## src/rtl/dot_product_mac.sv

```systemverilog
// Sequential multiply-accumulate: takes LEN unsigned operand pairs over valid/ready
// and presents their dot product on a held valid/ready result port.
module dot_product_mac #(
   parameter int DATA_W = 8,
   parameter int LEN    = 4,
   parameter int ACC_W  = 2*DATA_W + $clog2(LEN)
) (
   input  logic              clk,
   input  logic              rst,
   input  logic [DATA_W-1:0] a,
   input  logic [DATA_W-1:0] b,
   input  logic              in_valid,
   output logic              in_ready,
   output logic [ACC_W-1:0]  result,
   output logic              out_valid,
   input  logic              out_ready
);

   localparam int                CNT_W    = (LEN > 1) ? $clog2(LEN) : 1;
   localparam logic [CNT_W-1:0]  CNT_LAST = CNT_W'(LEN - 1);

   typedef enum logic {
      ST_ACCUM = 1'b0,
      ST_DONE  = 1'b1
   } state_t;

   state_t               r_state;
   logic [CNT_W-1:0]     r_cnt;
   logic [ACC_W-1:0]     r_acc;
   logic [ACC_W-1:0]     r_result;

   logic [2*DATA_W-1:0]  w_prod;
   logic [ACC_W-1:0]     w_sum;
   logic                 w_accept;

   // Operands are widened before the multiply so the full product is kept.
   assign w_prod   = {{DATA_W{1'b0}}, a} * {{DATA_W{1'b0}}, b};
   assign w_sum    = r_acc + ACC_W'(w_prod);
   assign w_accept = in_valid && (r_state == ST_ACCUM);

   // Handshake outputs depend on the state register alone.
   assign in_ready  = (r_state == ST_ACCUM);
   assign out_valid = (r_state == ST_DONE);
   assign result    = r_result;

   // NOTE: all state uses non-blocking assignments so every register samples
   // pre-edge values; the reset branch clears result too, as it is visible.
   always_ff @(posedge clk) begin
      if (rst) begin
         r_state  <= ST_ACCUM;
         r_cnt    <= '0;
         r_acc    <= '0;
         r_result <= '0;
      end else begin
         case (r_state)
            ST_ACCUM: begin
               if (w_accept) begin
                  if (r_cnt == CNT_LAST) begin
                     r_result <= w_sum;
                     r_acc    <= '0;
                     r_cnt    <= '0;
                     r_state  <= ST_DONE;
                  end else begin
                     r_acc    <= w_sum;
                     r_cnt    <= r_cnt + 1'b1;
                  end
               end
            end
            ST_DONE: begin
               if (out_ready) begin
                  r_state <= ST_ACCUM;
               end
            end
            default: r_state <= ST_ACCUM;
         endcase
      end
   end

endmodule

```

## config.mk

```make
export PLATFORM = sky130hd
export DESIGN_NAME = dot_product_mac
export DESIGN_NICKNAME = d
export VERILOG_FILES = /design/src/rtl/dot_product_mac.sv
export SDC_FILE = /design/constraint.sdc
export NUM_CORES = 1
export LEC_CHECK = 0
export BUFFER_PORTS_ARGS = -buffer_cell sky130_fd_sc_hd__buf_2
export CAP_MARGIN = 10
export CORE_ASPECT_RATIO = 0.7
export CORE_MARGIN = 3
export CORE_UTILIZATION = 45
export CTS_CLUSTER_SIZE = 25
export DETAILED_ROUTE_END_ITERATION = 6
export HOLD_SLACK_MARGIN = 0.1
export PLACE_DENSITY = 0.64
export SLEW_MARGIN = 0
export SYNTH_ARGS = -nofsm -noshare
export SYNTH_HDL_FRONTEND = slang
export SYNTH_SLANG_ARGS = --single-unit
export TNS_END_PERCENT = 50
```

## constraint.sdc

```tcl
create_clock -name clk -period 7.4 [get_ports clk]
set_input_delay 1.48 -clock clk [delete_from_list [all_inputs] [get_ports clk]]
set_output_delay 1.48 -clock clk [all_outputs]
set_load 0.02 [all_outputs]
```

After elaboration in Yosys (flattened, before gate mapping)
Index checks and enable logic that the tools add are counted.
- add/subtract/negate cells: 2
- mux-type cells: 6
- eq/ne operators: 1
- reductions and logical operators: 3
- multipliers: 1
- $lt $le $gt $ge: 0
- divide/modulo/power cells: 0
- shift operators: 0
- bitwise operators: 1
- operator list (cell ; count):
    $add 18x16->18 ; 1
    $mux 18 ; 1
    $mul 8x8->16 ; 1
    $mux 1 ; 3
    $reduce_and 3->1 ; 1
    $add 2x1->2 const B ; 1
    $eq 2x2->1 const B ; 1
    $mux 2 ; 1
    $pmux 1 s2 ; 1
    $reduce_and 2->1 ; 1
    $logic_and 1x1->1 ; 1
    $not 1->1 ; 1
- output and inout port bits: 20
- memory bits (writable): 0
- memories: 0
- bits in latches: 0
- bits in read-only memories: 0
- register bits: 39

Logic depth before layout (Yosys ltp)
- depth after elaboration: 4
- gate-level depth with buffers: 16
- gate-level depth less buffers: 16

Least setup slack after synthesis
OpenSTA, ideal clock, no wires.
- kind: input to register
- start: input a[6]
- end: register r_result[15] (netlist: result[15])
- arrival: 5371 ps
- data required time: 7314 ps
- buffers on the path: 0
- stages on the path: 14
- path slack: 1944 ps
- cell sequence: and2_1 fa_1 fa_1 inv_1 fa_1 fa_1 inv_1 ha_1 a21o_1 a221o_2 a31oi_2 a21oi_2 xnor2_1 a211oi_1
- word-level cells in the longest chain between the ends: 2
- RTL lines (what ; RTL line ; text):
    start, declared ; 10 ; input logic [DATA_W-1:0] a,
    $mul 8x8->16 ; 37 ; assign w_prod = {{DATA_W{1'b0}}, a} * {{DATA_W{1'b0}}, b};
    $add 18x16->18 ; 38 ; assign w_sum = r_acc + ACC_W'(w_prod);
    end signal, assigned ; 59 ; r_result <= w_sum;
    end, declared ; 30 ; logic [ACC_W-1:0] r_result;
Every way passes these cells.
A chain may end at the register's enable or synchronous reset.

Worst setup path in the final report
Same ends and word-level chain as after synthesis.

==> flow_summary.yaml <==
yosys:
  synth_top_area_share_pct: 24.05
  synth_cell_types: 48
  async_flop_share_pct: 0
  synth_edf_count: 0
  synthFlopType: "dfxtp_1"
  synth_seq_area_share_pct: 18.76
  yosys_warnings: 0
  yosysTopAreaCell: "fa_1"
  synth_fp_nets: 603
  syn_area_sq_mm: 0.004163
  syn_avg_cell_area_sq_um: 8.461
  ys_ff_latch: 39
  synthCells: 492
  synth_area_leaders: "fa_1 (24%), dfxtp_1 (19%), ha_1 (12%)"
critical_path:
  crit_required_ps: 7530
  path_max_fanout: 8
  worst_setup_path_end_kind: "flop"
  reg2reg_from: "r_acc[6]"
  ff2ff_path_depth: 15
  worstSetupPathType: "in2reg"
  r2r_setup_slack_ps: 2910
  rr_endpoint: "result[15]"
  arrival_ps: 5820
  start_kind: "input port"
place:
  dpl.cell_count: 638
  port_buffers: 39
  post-place-ws_ps: 1449
  place.gp.congestion: 0.8985
  dp_hpwl_microns: 7698
floorplan:
  rows: 28
  core_area_sq_mm: 0.008723
  die_y_microns: 86.47
  io-pin-count: 40
  dieArea_sq_mm: 0.01046
  fp.dieW_microns: 121.0
  initial_utilization_pct: 47.72
global_routing:
  grt_pass1_wl_microns: 16170
  grt_usage_pct: 19.20
  grt_pass1_vias: 3408
  grt_max_degree: 43
  top_usage_layer: "met2"
  grtUsageMet1_pct: 27.68
  gr-total-overflow: 0
  antenna_found_initial: 0
  use_met3_pct: 3.783
  use_met2_pct: 31.25
sta:
  max_freq_ghz: 0.1757
  setup_viol: 0
  finClkSkew_ps: 3.032
  slew_viol_final: 0
  final.period_utilization_pct: 76.91
  holdWs_ps: 452.1
  hold_viol: 0
  max_slew_margin_pct: 43.89
  worst_pin_slew_ps: 839.9
  final.setup.worst_slack_ps: 1709
  setup-tns-final_ps: 0
  period_minus_slack_ps: 5691
  grt_setup_unrepaired: "false"
drt:
  first_pass_iters: 4
  wirelength_microns: 9472
  drt_iter0_markers: 216
  via_count: 3389
  wire_per_inst_microns: 14.66
  drcViolationCount: 0
  antenna_left: 0
  vias_per_cell: 5.246
run:
  cap_viol_max_count: 0
pwr:
  p_per_area_mw_per_mm2: 336.2
  ir_drop_v: 0.0001769
  p_leak_nw: 2.314
hold_path:
  hold_depth: 2
  min_to: "result[4]"
  min_from: "result[4]"
  min_path_type: "reg2reg"
clock_network:
  path_clk_slew_ps: 60
  cts_hold_buf: 0
  cts_setup_buffers: 0
  cts-root-buf: "clkbuf_16"
  cts_htree_levels: 2
  clock_latency_ps: 280
  cts.sinks: 39
  cts_tree: "done"
  clockBufferDepth: 2
  cts_made_buffers: 5
  cts_resized: 0
cells_and_area:
  nFillCells: 843
  insertedDiodeCount: 0
  regArea_sq_um: 780.7
  area_growth_pct: 10.64
  stdcell_count: 646
  nets: 636
  drive_above_1_share_pct: 11.22
  multi_input_comb_area_sq_mm: 0.002948
outcome:
  status: "complete, no violations"
## registers in the layout, summed over array words and instances (netlist names)
register and flops:
r_acc 18, out_valid 1, r_cnt 2, result 18
## worst max path at each step
stage / from / end / slack, ps / cells after the start
3_3_place_gp: a[1] / result[15] / 1450 / 15
4_1_cts: a[6] / result[15] / 1700 / 15
6_report: a[6] / result[15] / 1710 / 15
5_1_grt: a[6] / result[15] / 1560 / 15
3_5_place_dp: a[6] / result[15] / 1450 / 15
2_1_floorplan: a[6] / result[15] / 1940 / 14
## kinds of logic after synthesis
group                      after synthesis  synth area share, %
and+or+nand+nor                        165                20.08
buffers and inverters                  115                10.43
adders and majority gates               91                36.37
AOI/OAI and AO/OA                       69                11.24
DFF                                     39                18.76
xor gates and xnor gates                11                2.645
muxes                                    2               0.4809
## power breakdown
part / switching (mW) / internal (mW) / total [mW] / leakage (nW)
registers: 0.0152 / 0.239 / 0.254 / 0.317
clock network: 0.0883 / 0.124 / 0.212 / 0.0658
logic: 0.649 / 0.433 / 1.08 / 1.93
total: 0.752 / 0.796 / 1.55 / 2.31
## metal layers
layer | up-vias | part of all wire (%)
li1 | 1637 | -
met1 | 1686 | 49
met2 | 58 | 47
met3 | 8 | 4.2
met4 | 0 | 0.52
met5 | - | 0
## synth_stat cells (all sizes together), types with 2 or more instances
| master | count |
|---|---|
| a22oi | 5 |
| nor4b | 3 |
| buf | 5 |
| ha | 41 |
| a21boi | 2 |
| o211ai | 4 |
| and3 | 5 |
| nor2 | 12 |
| nor3 | 2 |
| and2 | 36 |
| a31oi | 3 |
| nor4 | 4 |
| xor2 | 3 |
| a22o | 3 |
| nand3 | 11 |
| clkbuf | 9 |
| or4 | 4 |
| nand3b | 6 |
| nand2 | 72 |
| mux2i | 2 |
| nand4 | 4 |
| xnor2 | 7 |
| inv | 101 |
| fa | 50 |
| nand2b | 2 |
| a21oi | 33 |
| dfxtp | 39 |
| or3 | 2 |
| o21ai | 3 |
| a21o | 8 |
## placed cells by master, fill, tap and decap left out, drive strengths merged, types with 2 or more instances in the layout
cell | Yosys | layout
dfxtp | 39 | 39
nand2 | 72 | 72
nand3 | 11 | 11
o211ai | 4 | 4
fa | 50 | 50
nor2 | 12 | 12
or3 | 2 | 2
inv | 101 | 101
a22o | 3 | 3
and2 | 36 | 36
nor3 | 2 | 2
nor4b | 3 | 3
a31oi | 3 | 3
mux2i | 2 | 2
ha | 41 | 41
buf | 5 | 40
nor4 | 4 | 4
xor2 | 3 | 3
nand2b | 2 | 2
clkinvlp | 0 | 2
a21oi | 33 | 33
a21boi | 2 | 2
a21o | 8 | 8
and3 | 5 | 5
clkbuf | 9 | 5
nand3b | 6 | 6
xnor2 | 7 | 7
a22oi | 5 | 5
or4 | 4 | 4
nand4 | 4 | 4
o21ai | 3 | 3
## stage by stage
stage	cell area, sq um	power [mW]	util, %
2_1_floorplan	4163	1.088	-
5_1_grt	4606	1.715	52.80
3_5_place_dp	4461	1.336	51.13
4_1_cts	4606	1.560	52.80
6_report	4606	1.549	52.80
3_3_place_gp	4461	1.317	51.13
## layout make-up
cell class / count / area share (%)
well taps: 120 / 3.260
clock buffers: 5 / 2.717
inverters: 101 / 8.231
multi-input cells: 338 / 64.00
repair buffers: 40 / 4.401
clock inverters: 3 / 0.4347
flip-flops and latches: 39 / 16.95
## critical path, stage by stage
cell	delay, ps
buf_2	160
and2_1	190
fa_1	510
fa_1	550
inv_1	60
fa_1	520
fa_1	550
inv_1	40
ha_1	350
a21o_1	190
a221o_2	450
a31oi_2	270
a21oi_2	120
xnor2_1	250
a211oi_1	120
(Power assumes the default switching activity.)
